File: src/rtl/score_counter_pkg.sv
// score_counter_pkg: shared game encodings (master FSM states) and
// active-low seven-segment constants, bit order {dp,g,f,e,d,c,b,a}.
package score_counter_pkg;
   typedef enum logic [1:0] {
      MS_IDLE = 2'b00,
      MS_PLAY = 2'b01,
      MS_WIN  = 2'b10
   } master_state_t;
   localparam logic [7:0] SEG_0     = 8'hC0;
   localparam logic [7:0] SEG_1     = 8'hF9;
   localparam logic [7:0] SEG_2     = 8'hA4;
   localparam logic [7:0] SEG_3     = 8'hB0;
   localparam logic [7:0] SEG_4     = 8'h99;
   localparam logic [7:0] SEG_5     = 8'h92;
   localparam logic [7:0] SEG_6     = 8'h82;
   localparam logic [7:0] SEG_7     = 8'hF8;
   localparam logic [7:0] SEG_8     = 8'h80;
   localparam logic [7:0] SEG_9     = 8'h90;
   localparam logic [7:0] SEG_BLANK = 8'hFF;
endpackage

File: src/rtl/score_counter_seg7_decoder.sv
// seg7_decoder: combinational BCD to active-low seven-segment decoder.
//   bcd : 4-bit BCD digit in
//   hex : active-low segments {dp,g,f,e,d,c,b,a}; non-BCD inputs blank
module seg7_decoder
   import score_counter_pkg::*;
(
   input  logic [3:0] bcd,
   output logic [7:0] hex
);
   always_comb begin
      hex = SEG_BLANK;
      case (bcd)
         4'd0: hex = SEG_0;
         4'd1: hex = SEG_1;
         4'd2: hex = SEG_2;
         4'd3: hex = SEG_3;
         4'd4: hex = SEG_4;
         4'd5: hex = SEG_5;
         4'd6: hex = SEG_6;
         4'd7: hex = SEG_7;
         4'd8: hex = SEG_8;
         4'd9: hex = SEG_9;
         default: hex = SEG_BLANK;
      endcase
   end
endmodule

File: src/rtl/score_counter.sv
// score_counter: two-digit BCD game score with win detection and a
// multiplexed four-digit seven-segment display driver.
//   CLK, RESET           : clock, asynchronous active-high reset
//   TARGET_REACHED       : level, high while the snake head is on the target
//   MASTER_STATE         : 00 idle (clear), 01 play (count), 10/11 hold
//   WIN                  : registered, high once the score reaches WIN_SCORE
//   SCORE_TENS/UNITS     : BCD score digits
//   SEG_SELECT, HEX_OUT  : registered active-low digit enable and segments
module score_counter
   import score_counter_pkg::*;
#(
   parameter int WIN_SCORE    = 10,
   parameter int REFRESH_BITS = 17
) (
   input  logic       CLK,
   input  logic       RESET,
   input  logic       TARGET_REACHED,
   input  logic [1:0] MASTER_STATE,
   output logic       WIN,
   output logic [3:0] SCORE_UNITS,
   output logic [3:0] SCORE_TENS,
   output logic [3:0] SEG_SELECT,
   output logic [7:0] HEX_OUT
);
   localparam logic [3:0] WIN_UNITS = 4'(WIN_SCORE % 10);
   localparam logic [3:0] WIN_TENS  = 4'(WIN_SCORE / 10);
   logic                    prev;
   logic [REFRESH_BITS-1:0] refresh;
   logic [1:0]              sel;
   logic                    hit, at_max, at_win;
   logic [3:0]              digit;
   logic [7:0]              digit_hex;
   assign hit    = TARGET_REACHED & ~prev;
   assign at_max = (SCORE_TENS == 4'd9) && (SCORE_UNITS == 4'd9);
   assign at_win = (SCORE_TENS == WIN_TENS) && (SCORE_UNITS == WIN_UNITS);
   assign sel    = refresh[REFRESH_BITS-1 -: 2];
   assign digit  = sel[0] ? SCORE_TENS : SCORE_UNITS;
   seg7_decoder u_dec (
      .bcd(digit),
      .hex(digit_hex)
   );
   // WIN compares the registered score, so it rises one edge after the
   // scoring edge; a hit outside play is simply dropped.
   always_ff @(posedge CLK or posedge RESET) begin
      if (RESET) begin
         prev        <= 1'b0;
         WIN         <= 1'b0;
         SCORE_UNITS <= 4'd0;
         SCORE_TENS  <= 4'd0;
      end else begin
         prev <= TARGET_REACHED;
         if (MASTER_STATE == MS_IDLE) begin
            WIN         <= 1'b0;
            SCORE_UNITS <= 4'd0;
            SCORE_TENS  <= 4'd0;
         end else if (MASTER_STATE == MS_PLAY && !WIN) begin
            WIN <= at_win;
            if (hit && !at_max) begin
               SCORE_UNITS <= (SCORE_UNITS == 4'd9) ? 4'd0 : SCORE_UNITS + 4'd1;
               SCORE_TENS  <= (SCORE_UNITS == 4'd9) ? SCORE_TENS + 4'd1 : SCORE_TENS;
            end
         end
      end
   end
   // Digits 2 and 3 exist on the board but are always blanked.
   always_ff @(posedge CLK or posedge RESET) begin
      if (RESET) begin
         refresh    <= '0;
         SEG_SELECT <= 4'b1110;
         HEX_OUT    <= SEG_0;
      end else begin
         refresh    <= refresh + 1'b1;
         SEG_SELECT <= ~(4'b0001 << sel);
         HEX_OUT    <= sel[1] ? SEG_BLANK : digit_hex;
      end
   end
endmodule

File: config.mk
export PLATFORM = sky130hd
export DESIGN_NAME = score_counter
export DESIGN_NICKNAME = d
export VERILOG_FILES = /design/src/rtl/score_counter_pkg.sv /design/src/rtl/score_counter_seg7_decoder.sv /design/src/rtl/score_counter.sv
export SDC_FILE = /design/constraint.sdc
export NUM_CORES = 1
export LEC_CHECK = 0
export BUFFER_PORTS_ARGS = -buffer_cell sky130_fd_sc_hd__buf_4
export CAP_MARGIN = 20
export CORE_MARGIN = 10
export CORE_UTILIZATION = 50
export CTS_CLUSTER_SIZE = 8
export DETAILED_ROUTE_END_ITERATION = 8
export PLACE_DENSITY = 0.84
export RECOVER_POWER = 25
export SYNTH_ARGS = -nofsm -noshare
export SYNTH_HDL_FRONTEND = slang
export SYNTH_SLANG_ARGS = --single-unit
File: constraint.sdc
create_clock -name CLK -period 2 [get_ports CLK]
set_input_delay 0.4 -clock CLK [delete_from_list [all_inputs] [get_ports CLK]]
set_output_delay 0.4 -clock CLK [all_outputs]
set_load 0.01 [all_outputs]
Word-level counts from Yosys, hierarchy flattened
Memories as Yosys holds them, arrays and structs flattened.
Index checks and enable logic that the tools add are counted.

storage, ports and cells
  memory bits (read-only) = 112
  memories = 1
  register bits after elaboration = 39

operators by class
  add/subtract/negate cells = 3
  shift-type cells = 1
  bitwise operators = 3
  multiplexer cells = 12
  equality and inequality tests = 4
  reductions and logical operators = 13

memory list
  memory            depth  bits a word  rd ports  clocked after memory_dff  wr ports  RTL line                          RTL
  (name not given)  16     7            1         0                         0         score_counter_seg7_decoder.sv:12  case (bcd)

operators with widths
  kind                                                               number
  4-bit 2-to-1 mux                                                   9
  17-bit by 1-bit adder with 17-bit output, second input constant    1
  4-bit by 1-bit adder with 4-bit output, second input constant      2
  4-bit == test, second input constant                               2
  8-bit 2-to-1 mux                                                   1
  2-bit nonzero test                                                 3
  4-bit by 1-bit == test with 1-bit output, second input constant    1
  1-bit logical AND                                                  4
  4-bit logical NOT                                                  1
  4-bit inverter                                                     1
  1-bit by 2-bit << shifter with 4-bit output, first input constant  1
  3-bit AND reduction                                                1
  2-bit by 1-bit == test with 1-bit output, second input constant    1
  1-bit logical NOT                                                  2
  2-bit logical NOT                                                  1
  1-bit 2-to-1 mux                                                   2
  2-bit AND reduction                                                1
  1-bit AND                                                          1
  1-bit inverter                                                     1

Longest topological paths before layout
Gate-level depths: netlist of the first run.

  depth after elaboration = 7
  depth in mapped cells = 6

Hierarchy
From an unflattened synthesis of the first run, not the netlist that was laid out.

unflattened totals
  cells, all modules = 190
  area total of the unflattened synthesis = 1973.1 sq um

by module, submodules not included
  module         sequential area each (sq um)  area an instance (sq um)  cells each  instances
  score_counter  982.2                         1751.7                    155         1
  seg7_decoder   0.0                           221.5                     35          1

Least setup slack after synthesis of the first run
OpenSTA, ideal clock, no wires.

  path kind = flip-flop to flip-flop
  start = register refresh[15]
  end = register HEX_OUT[5]
  arrival time = 1.694 ns
  stages on the path, launching flop included = 7
  library setup time = 0.137 ns
  period minus slack after synthesis = 1.830 ns
  setup slack = 0.170 ns
  path through = dfrtp_1 -> buf_2 -> mux2i_1 -> inv_1 -> ha_1 -> nor4_1 -> a21oi_1

on the way
  word-level cells in the longest chain between the ends = 3

ends and longest elaborated chain
  element                   RTL line             RTL
  start: declaration        score_counter.sv:28  logic [REFRESH_BITS-1:0] refresh;
  start signal: assignment  score_counter.sv:72  refresh <= refresh + 1'b1;
  4-bit 2-to-1 mux          score_counter.sv:37  assign digit = sel[0] ? SCORE_TENS : SCORE_UNITS;
  memory read 16 x 7 bit    --
  8-bit 2-to-1 mux          score_counter.sv:74  HEX_OUT <= sel[1] ? SEG_BLANK : digit_hex;
  end signal: assignment    score_counter.sv:74
  end: declaration          score_counter.sv:23  output logic [7:0] HEX_OUT

Every way passes these cells.
A chain may end at the register's enable or synchronous reset.

Worst setup path in the final report of the first run
Ends and elaborated chain as after synthesis.

==> summary by stage, run 1 <==
Run status
The flow ran to the end, and the final reports show no timing, DRC or antenna violations.

Clocking
TritonCTS built the clock tree. Clock tree synthesis selected as its root buffer the cell sky130_fd_sc_hd__clkbuf_8. The number of resized instances in the post-cts repair step is 0. Buffers inserted to repair hold after CTS numbered 0. The H-tree level count is 2. The number of buffers created by CTS is 5. The clock passes through at most 2 buffers. After clock tree synthesis, the clock-pin slew on the worst setup and hold paths is about 0.070 ns.

The clock latency on the worst-skew pair is 0.29 ns. The CTS sink count is 38. In this run the post-CTS setup repair buffer count came out at 0.

Route
In this run, the number of DRC markers left after iteration 0 of detailed routing was 74. The total number of vias is 1426. Once detail routing completed, the nets flagged for antenna violations numbered 0. The first detailed-routing pass took 5 iterations. The detailed-route DRC error count is 0. After detailed routing, the number of vias per cell comes to 5.55. Dividing the detail-routed wire length by the instance count gives 14.0 um. Summed over all layers, the routed wires come to 3.59 mm.

Worst setup path
The critical path required time is between 2 and 2.5 ns. Along the worst path, the maximum fanout reaches 5. The type of the worst setup path is flip-flop to flip-flop. The worst setup path startpoint is refresh[15].

The reg-to-reg startpoint is refresh[15]. The category of the worst setup path capture point is a flip-flop. For the worst setup path, the data arrival time is around 2.0 ns.

The depth of the worst register-to-register path is 5. The critical path startpoint category is a flip-flop.

STA
The count of endpoints failing hold in the final timing report came to 0. Across all setup checks in the final design, the least slack found is 0.190 ns. The number of pins with negative max-slew slack in the final report came to 0. In the finished design, the share of the clock period the worst path needs comes to 90.5%. The maximum clock skew at final layout is approximately 0.0059 ns.

Setup violations remaining at the end of the flow were counted as 0. For the finished layout, the period the worst path requires is 1.81 ns. In this run the tightest slew margin relative to its limit is 40.8%. The measured slew at the worst slew-check pin is slightly below 0.9 ns. Adding up every negative setup slack in the final design gives 0 ns. For this run, the top clock speed supported by timing is roughly 550 MHz. Setup repair after global routing left no endpoint under its margin.

Final layout
The share of final-layout standard cells stronger than drive strength 1 is 22.5%. Summing all non-filler instances in the final layout gives an area of 0.00226 mm^2. The number of antenna diodes in the final layout is 0. At the end of the flow the core is filled with cells to 61.2%. The final layout contains 224 nets. Compared with the post-synthesis result, the final layout area differs by 17.7%.

Placed design
After detailed placement, the total cell area comes to 0.00217 mm^2. The port buffer count is 24. The HPWL after detailed placement is ~2.6 mm. The last weighted congestion value of the routability-driven placer is 0.862. At the placement stage, the worst setup path has a slack of 0.167 ns.

Yosys
By area the synthesized netlist is led by sky130_fd_sc_hd__dfrtp_1, sky130_fd_sc_hd__ha_1, sky130_fd_sc_hd__dfstp_2. The summed instance area of the synthesized netlist is 0.00192 mm^2. The number of synthesis warnings is 0. After synthesis, flip-flops and latches occupy 49.9% of the total area.

After synthesis, the largest area contributor takes up 44.4% of total cell area. Of all cell types, the one taking the most synthesized area is sky130_fd_sc_hd__dfrtp_1. The synthesized netlist cell count is 176. Counting distinct cell types in the post-synthesis netlist gives 35. The post-synthesis register bit count is 38.

The mean area per synthesized cell is between 10 and 15 um^2. The number of nets in the synthesized netlist is 192.

Floorplanning
The floorplan step defined a die boundary enclosing 0.00671 mm^2. The total area inside the core boundary comes to 0.00369 mm^2. The starting density of the core is 52.0%. Measured along the y axis, the die boundary spans a little over 80 um. Measured along the x axis, the die boundary spans 81.9 um.

The number of primary I/O pins is 26. In this run the core area contains 22 standard-cell rows.

Pwr
The leakage power of the design is 1.09 nW. Summing internal, switching and leakage power gives 1.49 mW. The power density normalized to cell area is 660 mW/mm^2. Across the VDD grid, the largest voltage drop is ~0.32 mV.

GRT
In the global route stage, overall resource usage came out at 11.6%. The total global routing overflow is 0. The largest net degree at the start of global routing is 39. The first global-routing pass estimated 6.18 mm of wire. The number of global-route vias before repair came to about 1300. The number of antenna violations at the first check in global routing is 0.

Hold path
The min-delay analysis places its worst path in the category input port to flip-flop. The startpoint identified for the worst hold timing path is TARGET_REACHED. The worst hold path cell count is 1.

Run
Across the run, the number of max-cap violations was 0.
-- registers in the layout, summed over array words and instances, names as in the netlist --
register     cells
refresh         17
SCORE_TENS       4
SCORE_UNITS      4
WIN              1
prev             1
SEG_SELECT       4
HEX_OUT          7
-- worst paths after layout --
check	slack, ns	end
hold reg to reg	0.47	refresh[14]
max in group asynchronous	1.07	SCORE_UNITS[3]
setup / recovery	0.19	HEX_OUT[5]
setup reg to reg	0.19	HEX_OUT[5]
min in group asynchronous	0.38	refresh[6]
hold / removal	0.24	prev
-- layout by cell type, fill, tap and decap left out, types with 3 or more instances in the layout --
cell / instances
sky130_fd_sc_hd__a21oi_1: 12
sky130_fd_sc_hd__buf_4: 27
sky130_fd_sc_hd__clkbuf_8: 6
sky130_fd_sc_hd__dfrtp_1: 34
sky130_fd_sc_hd__dfstp_2: 4
sky130_fd_sc_hd__ha_1: 11
sky130_fd_sc_hd__inv_1: 10
sky130_fd_sc_hd__mux2_2: 3
sky130_fd_sc_hd__mux2i_1: 7
sky130_fd_sc_hd__nand2_1: 8
sky130_fd_sc_hd__nand2b_1: 3
sky130_fd_sc_hd__nand3_1: 9
sky130_fd_sc_hd__nand4_1: 7
sky130_fd_sc_hd__nor2_1: 7
sky130_fd_sc_hd__nor3_1: 4
sky130_fd_sc_hd__nor4_1: 9
sky130_fd_sc_hd__nor4b_1: 3
sky130_fd_sc_hd__o31ai_1: 4
sky130_fd_sc_hd__or4_1: 4
sky130_fd_sc_hd__xnor2_1: 5
sky130_fd_sc_hd__xor2_1: 11
-- where the power goes --
group | leakage [nW] | switching [mW] | total [mW] | internal, mW
logic | 0.543 | 0.0864 | 0.158 | 0.0713
registers | 0.496 | 0.0117 | 0.805 | 0.793
clock network | 0.0482 | 0.250 | 0.527 | 0.278
-- metal layers --
metal  vias up  share of wire (%)  GRT usage [%]
met5         -                  0              0
met3         8                7.1           3.71
met4         0                3.3           6.46
met2        43                 45           17.7
met1       678                 45           14.1
li1        697                  -              -
-- layout make-up --
cell class | count | area, um^2
clock buffers | 7 | 86.3
clock inverters | 1 | 5.00
flip-flops and latches | 38 | 956
fillers | 314 | 1430
multi-input cells | 123 | 892
well taps | 48 | 60.1
repair buffers | 30 | 219
inverters | 10 | 37.5
-- worst max-delay path: stages, from the launching register on --
cell	delay [ns]
sky130_fd_sc_hd__dfrtp_1	0.44
sky130_fd_sc_hd__mux2i_1	0.46
sky130_fd_sc_hd__inv_1	0.12
sky130_fd_sc_hd__ha_1	0.21
sky130_fd_sc_hd__nor4_1	0.37
sky130_fd_sc_hd__a21oi_1	0.07
-- cell families after synthesis --
group           synth area share [%]
compound gates                  7.77
xor+xnor                        7.31
fa+ha+maj                       7.18
buf+inv                         3.59
flops                           49.9
mux                             5.42
other cells                    0.196
simple gates                    18.7
-- Yosys cell counts --
| library cell | number |
|---|---|
| sky130_fd_sc_hd__dfrtp_1 | 34 |
| sky130_fd_sc_hd__a21oi_1 | 12 |
| sky130_fd_sc_hd__ha_1 | 11 |
| sky130_fd_sc_hd__xor2_1 | 11 |
| sky130_fd_sc_hd__inv_1 | 10 |
| sky130_fd_sc_hd__nand3_1 | 9 |
| sky130_fd_sc_hd__nor4_1 | 9 |
| sky130_fd_sc_hd__nand2_1 | 8 |
| sky130_fd_sc_hd__mux2i_1 | 7 |
| sky130_fd_sc_hd__nand4_1 | 7 |
| sky130_fd_sc_hd__nor2_1 | 7 |
| sky130_fd_sc_hd__xnor2_1 | 5 |
| sky130_fd_sc_hd__dfstp_2 | 4 |
| sky130_fd_sc_hd__nor3_1 | 4 |
| sky130_fd_sc_hd__o31ai_1 | 4 |
| sky130_fd_sc_hd__or4_1 | 4 |
| sky130_fd_sc_hd__mux2_2 | 3 |
| sky130_fd_sc_hd__nand2b_1 | 3 |
| sky130_fd_sc_hd__nor4b_1 | 3 |
| sky130_fd_sc_hd__a31oi_1 | 2 |
| sky130_fd_sc_hd__and3b_1 | 2 |
| sky130_fd_sc_hd__clkbuf_1 | 2 |
| sky130_fd_sc_hd__o21bai_1 | 2 |
| sky130_fd_sc_hd__or2_2 | 2 |
| sky130_fd_sc_hd__a211o_1 | 1 |
| sky130_fd_sc_hd__a311oi_1 | 1 |
| sky130_fd_sc_hd__a41oi_1 | 1 |
| sky130_fd_sc_hd__buf_2 | 1 |
| sky130_fd_sc_hd__buf_4 | 1 |
| sky130_fd_sc_hd__buf_6 | 1 |
| sky130_fd_sc_hd__conb_1 | 1 |
| sky130_fd_sc_hd__nand3b_2 | 1 |
| sky130_fd_sc_hd__nor2b_1 | 1 |
| sky130_fd_sc_hd__o21ai_0 | 1 |
| sky130_fd_sc_hd__or4b_4 | 1 |
-- metrics by stage --
step | hold WS, ns | std cells
global placement | 0.456 | 249
global route | 0.249 | 257
CTS | 0.223 | 257
finish | 0.243 | 257
floorplan | 0.431 | 176
detailed placement | 0.457 | 249
Power figures use the tool's default switching activity.
==> run 2, diff against run 1 <==
Settings changed: CTS_BUF_LIST from default to sky130_fd_sc_hd__clkbuf_2 sky130_fd_sc_hd__clkbuf_4 sky130_fd_sc_hd__clkbuf_8.
==> run 2 against run 1 <==
Compared with the run above:
- sequential share of layout area is 0.071 points lower
- critical path type unchanged
- clock skew is 0.00052 ns higher
- sequential cell count stayed put
- highest routed layer unchanged
- largest power group unchanged
==> summary by stage, run 2 (synthesized netlist as in run 1, its figures left out) <==
Pwr
In this run the power spent charging and discharging nets is about 0.35 mW. The relative contribution of combinational cells to total power is a little over a tenth. The total internal power is 1.16 mW.

The maximum resistive drop on vdd is approximately 0.32 mV. Net switching is 23.2% of the power. The clock group share of total power is 36.0%.

The leakage power of the design is 1.09 nW. The share of total power dissipated in sequential elements is around 54%. The power density normalized to cell area is 666 mW/mm^2.

Placed design
The number of cells after detailed placement is 249. Port buffering added 24 buffers. In this run the cell area measured after placement is 0.00217 mm^2.

At the end of routability-driven placement, the weighted congestion stood at 0.862. The HPWL after detailed placement is 2.60 mm.

Worst setup path
The critical path's slowest cell is sky130_fd_sc_hd__mux2i_1. Walking the worst path, the cells encountered are mux2i_1 > inv_1 > ha_1 > nor4_1 > a21oi_1. The arrival time of the worst setup path is 1.97 ns. On the worst path, the slowest cell contributes a delay of 0.46 ns. Together, buffers and inverters on the worst path number 1. The critical path is of the flip-flop to flip-flop type.

Counting cells, the worst reg-to-reg path comes to 5. The endpoint identified for the worst register-to-register timing path is HEX_OUT[5]. On the critical path the largest part of the delay comes from multiplexers. The reg-to-reg startpoint is refresh[15].

In this run the number of cells on the critical path is 5. The register-to-register path setup slack is 0.19 ns. Data on the critical path is required at its endpoint by about 2.2 ns. The critical path startpoint category is a flip-flop. Along the worst path, the maximum fanout reaches 5. STA classifies the critical path endpoint as a flip-flop.

Route
The detailed-route DRC error count is 0. For this block, the initial DRC count from the detailed router was 113. The routed length per placed instance is 13.9 um. For this run, the detailed router's first-pass iteration total came to 4. The via density per instance is 5.58.

The total wire length is 3.59 mm. The detailed router placed 1434 vias in this run. The sum of routed wire segments on met1 is 1.59 mm. Summed over all nets, wire length on met3 after detailed routing comes to 262 um. Wire segments on met2 add up to 1.61 mm in the final route. The detailed router used layers up to and including met4.

The count of nets left with antenna violations once routing finished came out at 0.

STA
The highest clock frequency the design can meet is 552 MHz. Setup repair after global routing left no endpoint under its margin. The count of endpoints failing hold in the final timing report came to 0. The final critical path time including I/O delays and setup is 1.81 ns. The maximum clock skew at final layout is about 0.0064 ns.

The number of setup violations in the final report is 0. Headroom to the max-slew limit came out at 41.2%. The hold slack is 0.244 ns.

At the pin with the least slew margin, the transition time is slightly below 0.9 ns. The worst path uses between 90% and 100% of the clock period. The number of pins with negative max-slew slack in the final report is 0. The setup TNS is 0 ns.

Final layout
The share of final-layout standard cells stronger than drive strength 1 is 23.0%. The area growth from synthesis to layout is 17.9%. The library cell used most frequently in the layout, excluding fill and tap cells, is sky130_fd_sc_hd__dfrtp_1.

In the final design database the tool counted 224 nets. The final instance area is 0.00226 mm^2. The register name with the most flops is refresh. The flip-flop count of the largest register, all copies and words added is 17.

The library cells used most frequently in the layout, excluding fill and tap cells, are sky130_fd_sc_hd__dfrtp_1, sky130_fd_sc_hd__buf_4, sky130_fd_sc_hd__a21oi_1, sky130_fd_sc_hd__xor2_1, sky130_fd_sc_hd__ha_1. The filler cell count is 316. The largest registers in the layout are refresh (17), HEX_OUT (7). The count of cells in the finished layout, fillers not included, comes to approximately 260. The repair_antennas step left the layout with diodes totalling 0.

GRT
The number of antenna violations at the first check in global routing was 0. The total global routing overflow is 0. Entering global routing, the biggest net connects 39 pins. The number of global-route vias before repair is about 1300. For this run, the total global-route usage over all layers was measured as a little under an eighth. The first-pass GRT wire length is 6.19 mm.

Clocking
TritonCTS built the clock tree. The root buffer selected by CTS is sky130_fd_sc_hd__clkbuf_8. The register clock-pin slew on the reported worst setup and hold paths is ~0.07 ns. The CTS sink count is 38.

Gates resized during post-CTS repair numbered 0. Once the clock tree was built, the setup fixing pass inserted 0 buffers. CTS built an H-tree with a depth of 2. The clock latency on the worst-skew pair is 0.29 ns.

The number of hold buffers added after CTS is 0. The longest clock path from root to sink contains 2 buffers. The number of clock buffers added by TritonCTS is 5.

Hold path
Along the worst hold path, the cell count comes to 1. The type of the most critical hold path is input port to flip-flop. The hold path startpoint is TARGET_REACHED. The end point of the most critical hold path is prev.

Floorplanning
The floorplan step defined a die boundary enclosing 0.00671 mm^2. The die boundary height is around 82 um. 26 I/O pins were placed.

The starting density of the core is 52.0%. The die is 81.9 um wide. The number of standard-cell rows in the floorplan is 22. The placeable core region is 0.00369 mm^2.

Run status
The run finished with clean final reports.

Run
The tool flagged a number of max-cap violations equal to 0.
==> run 2: cell type report <==
| type | count | area [um^2] | area share (%) |
|---|---|---|---|
| Clock inverter | 1 | 5.00 | 0.221 |
| Inverter | 10 | 37.5 | 1.66 |
| Multi-Input combinational cell | 123 | 892 | 39.5 |
| Tap cell | 48 | 60.1 | 2.66 |
| Sequential cell | 38 | 956 | 42.3 |
| Timing Repair Buffer | 30 | 219 | 9.69 |
| Clock buffer | 7 | 90.1 | 3.99 |
==> run 2: worst max path at each step <==
stage / endpoint / slack [ns] / from
2_1_floorplan: HEX_OUT[5] / 0.17 / refresh[15]
3_3_place_gp: SCORE_TENS[3] / 0.19 / MASTER_STATE[1]
3_5_place_dp: SCORE_TENS[3] / 0.17 / MASTER_STATE[1]
4_1_cts: HEX_OUT[5] / 0.22 / refresh[15]
5_1_grt: HEX_OUT[5] / 0.001 / refresh[15]
6_report: HEX_OUT[5] / 0.19 / refresh[15]
==> run 2: power groups by stage <==
stage	combinational [mW]	sequential (mW)	clock, mW
after floorplan	0.0807	0.832	0
after global placement	0.158	0.819	0
after detailed placement	0.161	0.819	0
after CTS	0.162	0.805	0.554
after global routing	0.178	0.807	0.588
final	0.158	0.805	0.542
==> run 2: stage by stage <==
stage / power (mW) / util, % / worst slack, ns
finish: 1.50 / 61.3 / 0.188
global route: 1.57 / 61.3 / 0.00103
CTS: 1.52 / 61.4 / 0.219
detailed placement: 0.980 / 58.9 / 0.167
global placement: 0.977 / 58.9 / 0.186
floorplan: 0.912 / - / 0.170
==> run 2: metal layers <==
layer | vias up | GRT usage (%)
li1 | 697 | -
met1 | 683 | 14.2
met2 | 46 | 17.7
met3 | 8 | 3.71
met4 | 0 | 6.46
met5 | - | 0
==> run 3, diff against run 2 <==
Settings changed: CAP_MARGIN 20 to default, CTS_BUF_LIST sky130_fd_sc_hd__clkbuf_2 sky130_fd_sc_hd__clkbuf_4 sky130_fd_sc_hd__clkbuf_8 to sky130_fd_sc_hd__clkbuf_16.
==> run 3 against run 2 <==
Compared with the run above:
- sequential share of layout area is 0.85 points lower
- critical path depth stayed put
- die area stayed put
- largest power group unchanged
==> summary by stage, run 3 (synthesized netlist as in run 1, its figures left out) <==
Worst setup path
STA classifies the critical path startpoint as a flip-flop. The critical path required time is between 2 and 2.5 ns. For this design, the slowest cell found on the critical path is sky130_fd_sc_hd__dfrtp_1. The largest incremental delay on the critical path is 0.45 ns. The critical path goes through mux2i_2 > inv_1 > ha_1 > nor4_1 > a21oi_1.

The type of the worst setup path is flip-flop to flip-flop. Along the worst path, the maximum fanout reaches 5. The register-to-register path setup slack is 0.28 ns. Data arrives at the worst endpoint at approximately 1.9 ns. The worst setup path is captured at a flip-flop.

Route
The first detailed-routing pass ran for 4 iterations. The detailed router finished its first iteration with 79 violations. The total number of vias is 1442. In the routed design, unresolved DRC markers number 0. The total wire length is between 3 and 4 mm. The detail route stage leaves a number of antenna-violating nets equal to 0. The routed length per placed instance is 14.2 um. The via density per instance is 5.61.

STA
Across the routed clock network, the largest skew measured is 0.00597 ns. Once routing completed, OpenROAD measured the worst setup slack at 0.285 ns. The count of endpoints failing hold in the final timing report was 0. Setup repair after global routing left no endpoint under its margin.

The hold slack is 0.254 ns. The final critical path time including I/O delays and setup is ~1.7 ns. At the pin with the least slew margin, the transition time is 0.878 ns. Setup violations remaining at the end of the flow were counted as 0. The number of pins with negative max-slew slack in the final report came to 0.

The highest clock frequency the design can meet is 583 MHz. The relative slew slack is approximately two fifths. Summed over all failing endpoints, the final setup total negative slack is 0 ns.

The post-route clock period utilization is 85.8%.

Clocking
In this run the number of H-tree levels came out at 2. The count of buffers added by post-CTS timing repair for setup is 0. At the later pin of the worst-skew pair, clock insertion delay measures around 0.28 ns.

The number of buffers created by CTS is 5. TritonCTS built the clock tree. The register clock-pin slew on the reported worst setup and hold paths is about 0.060 ns. In this run the deepest clock path goes through 2 buffers. The tree built by TritonCTS fans out to 38 sinks. The root buffer selected by CTS is sky130_fd_sc_hd__clkbuf_16.

Final layout
The leading cell type in the layout, fill and taps excluded is sky130_fd_sc_hd__dfrtp_1. The final-stage net count is ~220. In the layout the commonest cells are sky130_fd_sc_hd__dfrtp_1, sky130_fd_sc_hd__buf_4, sky130_fd_sc_hd__a21oi_1. The post-route netlist has 22.5% of its cells at a drive strength greater than 1. The number of antenna diodes in the final layout is 0.

The register with the most flip-flops in the final layout is refresh. The post-route non-filler standard cell count is 257. In the final layout, the registers with the most flip-flops are refresh (17), HEX_OUT (7). The register with the most flip-flops in the layout has 17 of them. Relative to the synthesized area, the layout overhead comes to 20.3%. The final instance area is 0.00231 mm^2.

Floorplanning
The placeable core region is roughly 0.0037 mm^2. For this configuration, the core starts out at a cell density of around 52%. The die boundary height is 81.9 um. The die is slightly above 80 um wide. The floorplan has 22 rows. The number of primary I/O pins is 26. The die area is 0.00671 mm^2.

Placed design
The number of cells after detailed placement is 249. The HPWL after detailed placement is 2.60 mm. The cell area after placement is approximately 0.0022 mm^2. During placement, the flow inserted port buffers numbering 24. OpenSTA, run right after detailed placement, puts the worst setup slack at 0.167 ns. At the end of routability-driven placement, the weighted congestion stood at roughly 0.86.

Pwr
Summed over all cells, the static leakage comes to 1.11 nW. Across the VDD grid, the largest voltage drop is 0.486 mV. The power density normalized to cell area is 736 mW/mm^2.

GRT
The number of antenna violations at the first check in global routing is 0. The global router's overall resource usage is between 10% and 20%. The number of global-route vias before repair came to between 1000 and 1500. Global routing finished with a remaining overflow of 0. Entering global routing, the biggest net connects 39 pins. The first-pass GRT wire length is approximately 6.2 mm.

Run
The tool flagged a number of max-cap violations equal to 0.

Run status
The flow ran to the end, and the final reports show no timing, DRC or antenna violations.

Hold path
The min-delay analysis places its worst path in the category input port to flip-flop.
run 3: changes by cell type in the layout (fill, tap and decap cells not counted):
cell,delta
sky130_fd_sc_hd__mux2i_1,-1
sky130_fd_sc_hd__clkinv_1,+1
sky130_fd_sc_hd__clkbuf_4,-1
sky130_fd_sc_hd__inv_1,+1
sky130_fd_sc_hd__clkbuf_16,+5
sky130_fd_sc_hd__mux2i_2,+1
sky130_fd_sc_hd__clkbuf_8,-6
run 3: layout make-up:
class	instances	area (um^2)
clock buffer	5	125
clock inverter	3	12.5
fill	303	1380
inverter	10	37.5
multi-input combinational	123	896
sequential	38	956
tap	48	60.1
timing repair buffer	30	219
run 3: metrics by stage:
stage	total power [mW]	util, %
2_1_floorplan	0.912	-
3_3_place_gp	0.977	58.9
3_5_place_dp	0.980	58.9
4_1_cts	1.71	62.6
5_1_grt	1.76	62.5
6_report	1.70	62.5
run 3: metal layers:
metal	GRT usage, %	up-vias	wire, um
li1	-	696	-
met1	14.0	697	1650
met2	18.7	43	1670
met3	4.04	6	263
met4	5.10	0	78
met5	0	-	0
run 3: critical path, delay by kind of cell (launching register included):
family	cells	cell delay (ns)
flops	1	0.45
mux	1	0.38
simple gates	1	0.37
fa+ha+maj	1	0.20
buf+inv	1	0.11
compound gates	1	0.07
run 3: report_power, final:
group	internal (mW)	total [mW]	switching (mW)
Sequential	0.794	0.807	0.0122
Clock	0.450	0.731	0.281
Combinational	0.0728	0.160	0.0868
Total	1.32	1.70	0.380
run 3: repair_timing:
item,4_1_cts,5_1_grt
hold buffers,0,0
endpoints found under the setup margin,0,1
gates resized for setup,0,1
run 3: final timing paths:
kind / from / end / depth (start not counted)
max: refresh[15] / HEX_OUT[5] / 5
min: TARGET_REACHED / prev / 1
max reg2reg: refresh[15] / HEX_OUT[5] / 5
min reg2reg: refresh[14] / refresh[14] / 1
max in group asynchronous: RESET / SCORE_UNITS[3] / 3
min in group asynchronous: RESET / refresh[6] / 3
